===== src/rtl/qu_common.sv =====
// -----------------------------------------------------------------------------
// qu_common
// Types and constants shared by the reorder buffer blocks.
//   ROB_DEPTH          : number of reorder buffer entries (power of two)
//   rob_addr_t         : entry index; wraps naturally at ROB_DEPTH
//   rob_cell_t         : one storage cell (valid/ready/exception flags,
//                        destination register, result value, pc)
//   rob_commit_state_t : states of the allocation/retire controller
//   rob_ptr_inc        : circular pointer increment
// -----------------------------------------------------------------------------
package qu_common;

   localparam int ROB_DEPTH = 32;
   localparam int ROB_AW    = $clog2(ROB_DEPTH);

   typedef logic [ROB_AW-1:0] rob_addr_t;

   typedef struct packed {
      logic        valid;
      logic        ready;
      logic        exception;
      logic [4:0]  rd_addr;
      logic [31:0] value;
      logic [31:0] pc;
   } rob_cell_t;

   typedef enum logic [1:0] {
      ST_IDLE  = 2'd0,
      ST_RUN   = 2'd1,
      ST_FLUSH = 2'd2
   } rob_commit_state_t;

   // ROB_DEPTH is a power of two, so the wrap from ROB_DEPTH-1 to 0 is the
   // natural overflow of the index width.
   function automatic rob_addr_t rob_ptr_inc(input rob_addr_t p);
      return p + rob_addr_t'(1);
   endfunction

endpackage


===== src/rtl/rob_commit.sv =====
// -----------------------------------------------------------------------------
// rob_commit
// In-order allocation and retirement controller for the reorder buffer
// storage. Owns head/tail pointers and the occupancy count, writes newly
// allocated cells through storage write port 1, reads the head cell through
// read port 1 and clears retired/flushed cells through write port 3.
// A faulting head entry starts a flush that invalidates every occupied entry,
// one per cycle, then returns both pointers to 0.
//
// Ports
//   clk                      : clock, rising edge
//   rst                      : synchronous reset, active low
//   alloc_req / alloc_cell   : dispatch request and the cell to write
//   alloc_gnt / alloc_tag    : combinational grant and granted index (tail)
//   wr1_en/addr/in           : allocation write to storage
//   rd1_addr / rd1_out       : head (or flush pointer) read, combinational data
//   wr3_en/addr/in           : invalidation write (all-zero cell)
//   commit_valid/rd/value    : registered retire pulse and retired payload
//   flush                    : registered pulse when a fault reaches head
//   full / empty / count     : occupancy status
//
// The storage must have ROB_DEPTH entries addressed by rob_addr_t, so
// ROB_DEPTH has to match the width of rob_addr_t in qu_common.
// -----------------------------------------------------------------------------
module rob_commit
   import qu_common::*;
#(
   parameter int ROB_DEPTH = qu_common::ROB_DEPTH
) (
   input  logic                         clk,
   input  logic                         rst,
   input  logic                         alloc_req,
   input  rob_cell_t                    alloc_cell,
   output logic                         alloc_gnt,
   output rob_addr_t                    alloc_tag,
   output logic                         wr1_en,
   output rob_addr_t                    wr1_addr,
   output rob_cell_t                    wr1_in,
   output rob_addr_t                    rd1_addr,
   input  rob_cell_t                    rd1_out,
   output logic                         wr3_en,
   output rob_addr_t                    wr3_addr,
   output rob_cell_t                    wr3_in,
   output logic                         commit_valid,
   output logic [4:0]                   commit_rd,
   output logic [31:0]                  commit_value,
   output logic                         flush,
   output logic                         full,
   output logic                         empty,
   output logic [$clog2(ROB_DEPTH):0]   count
);

   localparam int CW = $clog2(ROB_DEPTH) + 1;

   rob_commit_state_t state_q;

   rob_addr_t         head_q,  head_d;
   rob_addr_t         tail_q,  tail_d;
   rob_addr_t         fptr_q,  fptr_d;
   logic [CW-1:0]     count_q, count_d;

   logic              commit_valid_q;
   logic [4:0]        commit_rd_q;
   logic [31:0]       commit_value_q;
   logic              flush_q;

   logic              in_flush;
   logic              head_done;
   logic              do_retire;
   logic              do_fault;
   logic              do_alloc;
   logic              flush_step;
   logic              flush_last;
   logic              full_w;

   // The pc field travels with the cell but is not needed for retirement.
   logic              unused_pc;
   assign unused_pc = ^rd1_out.pc;

   // ------------------------------------------------------------------
   // Decode of the current cycle
   // ------------------------------------------------------------------
   always_comb begin
      in_flush   = (state_q == ST_FLUSH);
      full_w     = (count_q == CW'(ROB_DEPTH));

      // The head cell is only meaningful in RUN, where count is non-zero;
      // in IDLE the read data is stale and must be ignored.
      head_done  = rst && (state_q == ST_RUN) && rd1_out.valid && rd1_out.ready;
      do_retire  = head_done && !rd1_out.exception;
      do_fault   = head_done &&  rd1_out.exception;

      // A full buffer refuses allocation even if the head retires this
      // cycle; the freed slot is granted on the following cycle.
      do_alloc   = rst && alloc_req && !full_w && !in_flush;

      flush_step = rst && in_flush && (count_q != '0);
      flush_last = flush_step && (count_q == CW'(1));
   end

   // ------------------------------------------------------------------
   // Pointer and occupancy next state
   // ------------------------------------------------------------------
   always_comb begin
      head_d  = head_q;
      tail_d  = tail_q;
      fptr_d  = fptr_q;
      count_d = count_q;

      if (do_alloc) begin
         tail_d = rob_ptr_inc(tail_q);
      end
      if (do_retire) begin
         head_d = rob_ptr_inc(head_q);
      end

      // Grant and retire in the same cycle cancel out.
      if (do_alloc && !do_retire) begin
         count_d = count_q + CW'(1);
      end else if (do_retire && !do_alloc) begin
         count_d = count_q - CW'(1);
      end

      // The flush walk starts at the faulting head and consumes one
      // occupied entry per cycle.
      if (do_fault) begin
         fptr_d = head_q;
      end
      if (flush_step) begin
         fptr_d  = rob_ptr_inc(fptr_q);
         count_d = count_q - CW'(1);
      end
      if (flush_last) begin
         head_d = '0;
         tail_d = '0;
      end
   end

   // ------------------------------------------------------------------
   // FSM and registered outputs
   // ------------------------------------------------------------------
   always_ff @(posedge clk) begin
      if (!rst) begin
         state_q        <= ST_IDLE;
         head_q         <= '0;
         tail_q         <= '0;
         fptr_q         <= '0;
         count_q        <= '0;
         commit_valid_q <= 1'b0;
         commit_rd_q    <= '0;
         commit_value_q <= '0;
         flush_q        <= 1'b0;
      end else begin
         head_q         <= head_d;
         tail_q         <= tail_d;
         fptr_q         <= fptr_d;
         count_q        <= count_d;
         commit_valid_q <= do_retire;
         flush_q        <= do_fault;

         if (do_retire) begin
            commit_rd_q    <= rd1_out.rd_addr;
            commit_value_q <= rd1_out.value;
         end

         case (state_q)
            ST_IDLE: begin
               if (count_d != '0) begin
                  state_q <= ST_RUN;
               end
            end
            ST_RUN: begin
               if (do_fault) begin
                  state_q <= ST_FLUSH;
               end else if (count_d == '0) begin
                  state_q <= ST_IDLE;
               end
            end
            ST_FLUSH: begin
               // The count check covers a flush entered with nothing left.
               if (flush_last || (count_q == '0)) begin
                  state_q <= ST_IDLE;
               end
            end
            default: begin
               state_q <= ST_IDLE;
            end
         endcase
      end
   end

   // ------------------------------------------------------------------
   // Storage port drive and status outputs
   // ------------------------------------------------------------------
   assign alloc_gnt    = do_alloc;
   assign alloc_tag    = tail_q;

   assign wr1_en       = do_alloc;
   assign wr1_addr     = tail_q;
   assign wr1_in       = alloc_cell;

   // During FLUSH the read port follows the flush pointer instead of head.
   assign rd1_addr     = in_flush ? fptr_q : head_q;

   assign wr3_en       = do_retire || flush_step;
   assign wr3_addr     = in_flush ? fptr_q : head_q;
   assign wr3_in       = '0;

   assign commit_valid = commit_valid_q;
   assign commit_rd    = commit_rd_q;
   assign commit_value = commit_value_q;
   assign flush        = flush_q;

   assign full         = full_w;
   assign empty        = (count_q == '0);
   assign count        = count_q;

endmodule


===== config.mk =====
export PLATFORM = sky130hd
export DESIGN_NAME = rob_commit
export DESIGN_NICKNAME = d
export VERILOG_FILES = /design/src/rtl/qu_common.sv /design/src/rtl/rob_commit.sv
export SDC_FILE = /design/constraint.sdc
export NUM_CORES = 1
export LEC_CHECK = 0
export CAP_MARGIN = 30
export CORE_AREA = 4 4 137 139
export DETAILED_ROUTE_END_ITERATION = 7
export DIE_AREA = 0 0 141 143
export PLACE_DENSITY = 0.66
export SETUP_SLACK_MARGIN = 0.2
export SLEW_MARGIN = 20
export SYNTH_ARGS = -nofsm -noshare
export SYNTH_HDL_FRONTEND = slang
export SYNTH_SLANG_ARGS = --single-unit

===== constraint.sdc =====
create_clock -name clk -period 6.8 [get_ports clk]
set_input_delay 1.02 -clock clk [delete_from_list [all_inputs] [get_ports clk]]
set_output_delay 1.02 -clock clk [all_outputs]
set_load 0.02 [all_outputs]

==> results_dict.tcl, run 1 <==
set metrics [dict create \
    status "finished clean" \
    antenna_cells 0 \
    synth-main-ff-cell "dfxtp_1" \
    track_usage_pct 9.291 \
    drv_cap 0 \
    final_nets 671 \
    cp_top_family "buffers and inverters" \
    start_util_pct 22.15 \
    gr-total-overflow 0 \
    final_core_util_pct 26.41 \
    drt_iter0_drc 88 \
    ys_seq_area_share_pct 31.73 \
    die_y_um 143 \
    cts_tree "built" \
    layout-drive-gt1-share_pct 4.971 \
    vias 2988 \
    rows 49 \
    post_cts_resized 0 \
    cpPeakStageDelay_ps 600 \
    yosysUniqueCellTypes 49 \
    cp_slowest_cell "clkdlybuf4s50_1" \
    clockBufferDepth 2 \
    placedInstanceArea_um2 4339 \
    worstMarginPinSlew_ps 807.3 \
    finalInstanceArea_um2 4663 \
    hold_violations 0 \
    cpMostUsedCell "clkdlybuf4s50_1" \
    numCtsBuffers 9 \
    crit_fanout 47 \
    grt_pass1_wl_mm 14.36 \
    ys_seq_elements 62 \
    ctsHoldBuffers 0 \
    io_pins 361 \
    io_buffer_count 112 \
    wirelength_mm 9.713 \
    grt_pass1_vias 2788 \
    worst-path-buf-inv 3 \
    rr_worst_depth 8 \
    ff2ff_setup_slack_ps 3930 \
    path_clk_slew_ps 50 \
    hold_class "reg2reg" \
    cts_sinks 62 \
    rsz0062_at_grt "no" \
    dr.pass1.iters 4 \
    area_growth_pct 19.23 \
    place_hpwl_mm 7.059 \
    core_area_um2 17660 \
    p_per_area_nw_per_um2 215.2 \
    routedWlPerCell_um 12.92 \
    holdPathStages 2 \
    cts_root_buf "clkbuf_16" \
    fin_crit_ps 4176 \
    htree_levels 3 \
    vias_per_cell 3.973 \
    finalSetupViolations 0 \
    vdd_drop_max_mv 0.1021 \
    start_kind "primary input" \
    clk_latency_ps 330 \
    place.gp.congestion 0.7739 \
    end_kind "output pin" \
    fin_skew_ps 8.225 \
    synth_edf_count 0 \
    cp.depth 6 \
    path_class "in2out" \
    post-route-period-util_pct 61.41 \
    clock.fmax_ghz 0.2395 \
    die_area_um2 20160 \
    synth_area_um2 3911 \
    slew_headroom_pct 45.82 \
    slew_viol_final 0 \
    postSynthCellCount 498 \
    grt_start_max_net_pins 50 \
    cts_setup_buffers 0 \
    cp.required_ps 5780 \
    ant_nets 0 \
    path_cells "clkdlybuf4s50_1 -> and4b_1 -> nand3b_1 -> buf_4 -> nand2_1 -> clkdlybuf4s50_1" \
    antenna_found_initial 1 \
    yosysWarnings 0 \
    die_width_um 141 \
    crit_arrival_ps 3160 \
    synthArstFlopShare_pct 0 \
    leakagePower_uw 0.001752 \
    drcViolationCount 0 \
    syn_avg_cell_area_um2 7.854 \
    power_uw 1004 \
    fin_tns_setup_ps 0 \
]
final cells by class:
| class | instances | area, um2 |
|---|---|---|
| fill | 1936 | 12990 |
| multi-input combinational | 323 | 1645 |
| sequential | 62 | 1241 |
| timing repair buffer | 114 | 1136 |
| tap | 229 | 286.5 |
| clock buffer | 9 | 225.2 |
| clock inverter | 7 | 98.84 |
| inverter | 8 | 30.03 |
worst paths after layout:
check	end	from
max reg2reg	state_q[0]	state_q[1]
min	commit_value[4]	commit_value[4]
max	wr3_en	rst
min reg2reg	commit_value[4]	commit_value[4]
layer usage:
layer / up-vias / global-route usage (%) / wire length [um]
met5: - / 0 / 13
met4: 2 / 7.751 / 585
met3: 55 / 3.952 / 1008
met2: 167 / 14.49 / 4376
met1: 1336 / 9.742 / 3730
li1: 1428 / - / -
synth_stat cells (2+ instances only):
cell	count	share of area, %
nand2_1	103	9.9
mux2i_1	2	0.51
clkbuf_1	15	1.4
o21ai_1	2	0.26
buf_4	155	30
a221oi_1	4	0.90
xnor2_1	4	0.90
and2_1	2	0.32
inv_1	7	0.67
nor3b_1	3	0.58
buf_2	3	0.38
buf_6	2	0.58
o21ai_0	8	1.0
a21o_1	2	0.38
nor3_1	4	0.51
ha_1	6	1.9
nor2_1	22	2.1
nand4_1	6	0.96
dfxtp_1	62	32
o211ai_1	3	0.58
a21oi_1	42	5.4
and3_1	3	0.48
nand3_1	4	0.51
xor2_1	8	1.8
or3_1	2	0.32
cell families (layout without fill, tap and decap cells):
logic type                 after synthesis  count (layout)  synth area share (%)
adders and majority gates                6               6                 1.919
muxes                                    2               2                0.5119
xor gates and xnor gates                12              12                 2.687
DFF                                     62              62                 31.73
buffers and inverters                  184             138                 33.01
AOI/OAI and AO/OA                       72              72                 11.77
other                                    1              72               0.09588
and+or+nand+nor                        159             159                 18.27
power breakdown:
part / internal, uW / switching (uW) / total, uW
Combinational: 49.3 / 80.4 / 130
Clock: 322 / 176 / 498
Sequential: 369 / 6.93 / 376
placed cells by master, fill, tap and decap left out, types with 2 or more instances in the layout:
master	count
nand2_1	103
a21o_1	2
bufinv_16	2
clkbuf_16	9
clkdlybuf4s50_1	112
a21oi_1	42
a221oi_1	4
nand4_1	6
buf_4	2
and2_1	2
mux2i_1	2
and3_1	3
nand3_1	4
xnor2_1	4
o21ai_0	8
nor3b_1	3
nor3_1	4
inv_1	6
conb_1	72
dfxtp_1	62
xor2_1	8
ha_1	6
o211ai_1	3
clkinv_4	3
or3_1	2
nor2_1	22
o21ai_1	2
per-stage QoR:
| step | worst slack [ps] | instances | hold slack [ps] |
|---|---|---|---|
| 3_5_place_dp | 2566 | 736 | 448.3 |
| 4_1_cts | 2548 | 752 | 453.7 |
| 3_3_place_gp | 2595 | 736 | 440.7 |
| 2_1_floorplan | 3699 | 569 | 478.4 |
| 5_1_grt | 2432 | 752 | 469.7 |
| 6_report | 2624 | 752 | 452.1 |
registers in the layout (all words and copies together), names as in the netlist:
| signal | flops |
|---|---|
| alloc_tag | 5 |
| commit_rd | 5 |
| flush | 1 |
| fptr_q | 5 |
| commit_value | 32 |
| state_q | 2 |
| commit_valid | 1 |
| count | 6 |
| head_q | 5 |
tightest hold or removal path: cells and delay by family (launching register included):
| kind | cells | cell delay [ps] |
|---|---|---|
| DFF | 1 | 300 |
| AOI/OAI and AO/OA | 1 | 50 |
| and+or+nand+nor | 1 | 50 |
No activity file was read; power rests on OpenSTA's default activity.
==> run 2: changes to the inputs <==
--- a/config.mk
+++ b/config.mk
@@ -6,10 +6,10 @@
 export NUM_CORES = 1
 export LEC_CHECK = 0
 export CAP_MARGIN = 30
-export CORE_AREA = 4 4 137 139
+export CORE_AREA = 4 4 140 142
 export DETAILED_ROUTE_END_ITERATION = 7
-export DIE_AREA = 0 0 141 143
-export PLACE_DENSITY = 0.66
+export DIE_AREA = 0 0 144 146
+export PLACE_DENSITY = 0.64
 export SETUP_SLACK_MARGIN = 0.2
 export SLEW_MARGIN = 20
 export SYNTH_ARGS = -nofsm -noshare
==> constraint.sdc (replaced) <==
create_clock -name clk -period 4.1 [get_ports clk]
set_input_delay 0.615 -clock clk [delete_from_list [all_inputs] [get_ports clk]]
set_output_delay 0.615 -clock clk [all_outputs]
set_load 0.02 [all_outputs]
==> results_dict.tcl, run 2 (synthesis results as in run 1) <==
set metrics [dict create \
    status "finished clean" \
    track_usage_pct 9.154 \
    leakagePower_uw 0.001781 \
    antenna_found_initial 0 \
    routedWlPerCell_um 13.13 \
    fin_crit_ps 3219 \
    drcViolationCount 0 \
    vdd_drop_max_mv 0.1655 \
    drt_iter0_drc 89 \
    place.gp.congestion 0.7636 \
    final_common_cell "clkdlybuf4s50_1" \
    path_clk_slew_ps 60 \
    wirelength_mm 9.978 \
    slew_headroom_pct 49.36 \
    fin_skew_ps 6.905 \
    die_y_um 146 \
    post-route-period-util_pct 78.52 \
    post_cts_resized 0 \
    start_util_pct 21.19 \
    final_core_util_pct 25.55 \
    path_class "reg2out" \
    nFillCells 2027 \
    vias_per_cell 3.972 \
    placedInstanceArea_um2 4368 \
    rows 50 \
    final_nets 674 \
    min_to "commit_value[25]" \
    die_width_um 144 \
    antenna_cells 0 \
    gr-total-overflow 0 \
    numCtsBuffers 9 \
    cts_root_buf "clkbuf_16" \
    path_cells "inv_1 -> ha_1 -> nor4b_4 -> a211oi_4 -> clkdlybuf4s50_1" \
    finalSetupViolations 0 \
    area_growth_pct 20.54 \
    ant_nets 0 \
    grt_start_max_net_pins 38 \
    ctsHoldBuffers 0 \
    cpPeakStageDelay_ps 720 \
    htree_levels 3 \
    wl_met3_mm 1.072 \
    r2r-end "state_q[0]" \
    ff2ff_setup_slack_ps 1420 \
    drv_cap 0 \
    die_area_um2 21020 \
    top_layer "met4" \
    core_area_um2 18460 \
    worstMarginPinSlew_ps 754.6 \
    fin_tns_setup_ps 0 \
    cts_tree "built" \
    crit_fanout 11 \
    holdPathStages 2 \
    layout-drive-gt1-share_pct 5.513 \
    most-common-layout-cells "clkdlybuf4s50_1 (112), nand2_1 (103), conb_1 (72)" \
    wl_met1_mm 3.829 \
    dr.pass1.iters 4 \
    wl_met2_mm 4.515 \
    cts_sinks 62 \
    clockBufferDepth 2 \
    hold_class "reg2reg" \
    dp_cells 744 \
    grt_pass1_vias 2797 \
    largest_register_ff_count 32 \
    cts_setup_buffers 0 \
    cp.required_ps 3480 \
    slew_viol_final 0 \
    io_pins 361 \
    vias 3019 \
    hp-start "commit_value[25]" \
    finalInstanceArea_um2 4715 \
    p_per_area_nw_per_um2 367.7 \
    place_hpwl_mm 7.512 \
    hold_violations 0 \
    r2r_start "count[0]" \
    start_kind "flip-flop" \
    rr_worst_depth 9 \
    instances_no_fill 760 \
    clk_latency_ps 330 \
    cp_slowest_cell "clkdlybuf4s50_1" \
    io_buffer_count 112 \
    clock.fmax_ghz 0.3106 \
    rsz0062_at_grt "no" \
    crit_arrival_ps 2600 \
    end_kind "output pin" \
    grt_pass1_wl_mm 14.71 \
]
run 2: worst max path at each step:
stage	from	end	slack, ps	cells after the start
after floorplan	count[0]	state_q[0]	1510	9
after global placement	rst	wr3_en	940	5
after detailed placement	rst	alloc_gnt	940	4
after CTS	count[0]	alloc_gnt	830	5
after global routing	count[1]	alloc_gnt	700	5
final	count[0]	alloc_gnt	880	5
run 2: critical path, delay by kind of cell, from the launching register on:
family          cells  cell delay (ps)
simple gates        1              160
compound gates      1              550
flops               1              490
buf+inv             2              820
fa+ha+maj           1              240
run 2: through the flow:
stage | hold WS, ps | total power, uW | setup WS, ps
floorplan | 478.4 | 926.3 | 1508
global placement | 440.8 | 853.2 | 941.5
detailed placement | 447.4 | 853.3 | 943.5
CTS | 453.5 | 1770 | 834.2
global route | 473.3 | 1812 | 703.2
finish | 452.7 | 1733 | 880.7
run 2: final cells by class:
type | count | area (um2) | share of cell area (%)
timing repair buffer | 117 | 1159 | 24.58
inverter | 8 | 30.03 | 0.6369
clock buffer | 9 | 225.2 | 4.777
multi-input combinational | 323 | 1645 | 34.90
tap | 234 | 292.8 | 6.210
sequential | 62 | 1241 | 26.33
clock inverter | 7 | 121.4 | 2.574
run 2: layer usage:
metal	vias to the layer above	GRT usage (%)
li1	1446	-
met1	1363	9.744
met2	165	14.04
met3	45	4.798
met4	0	5.932
met5	-	0
run 2: power breakdown:
group          switching [uW]  total (uW)  internal (uW)
clock network             296         893            597
logic                     134         217           82.8
registers                11.3         623            612
total                     442        1730           1290
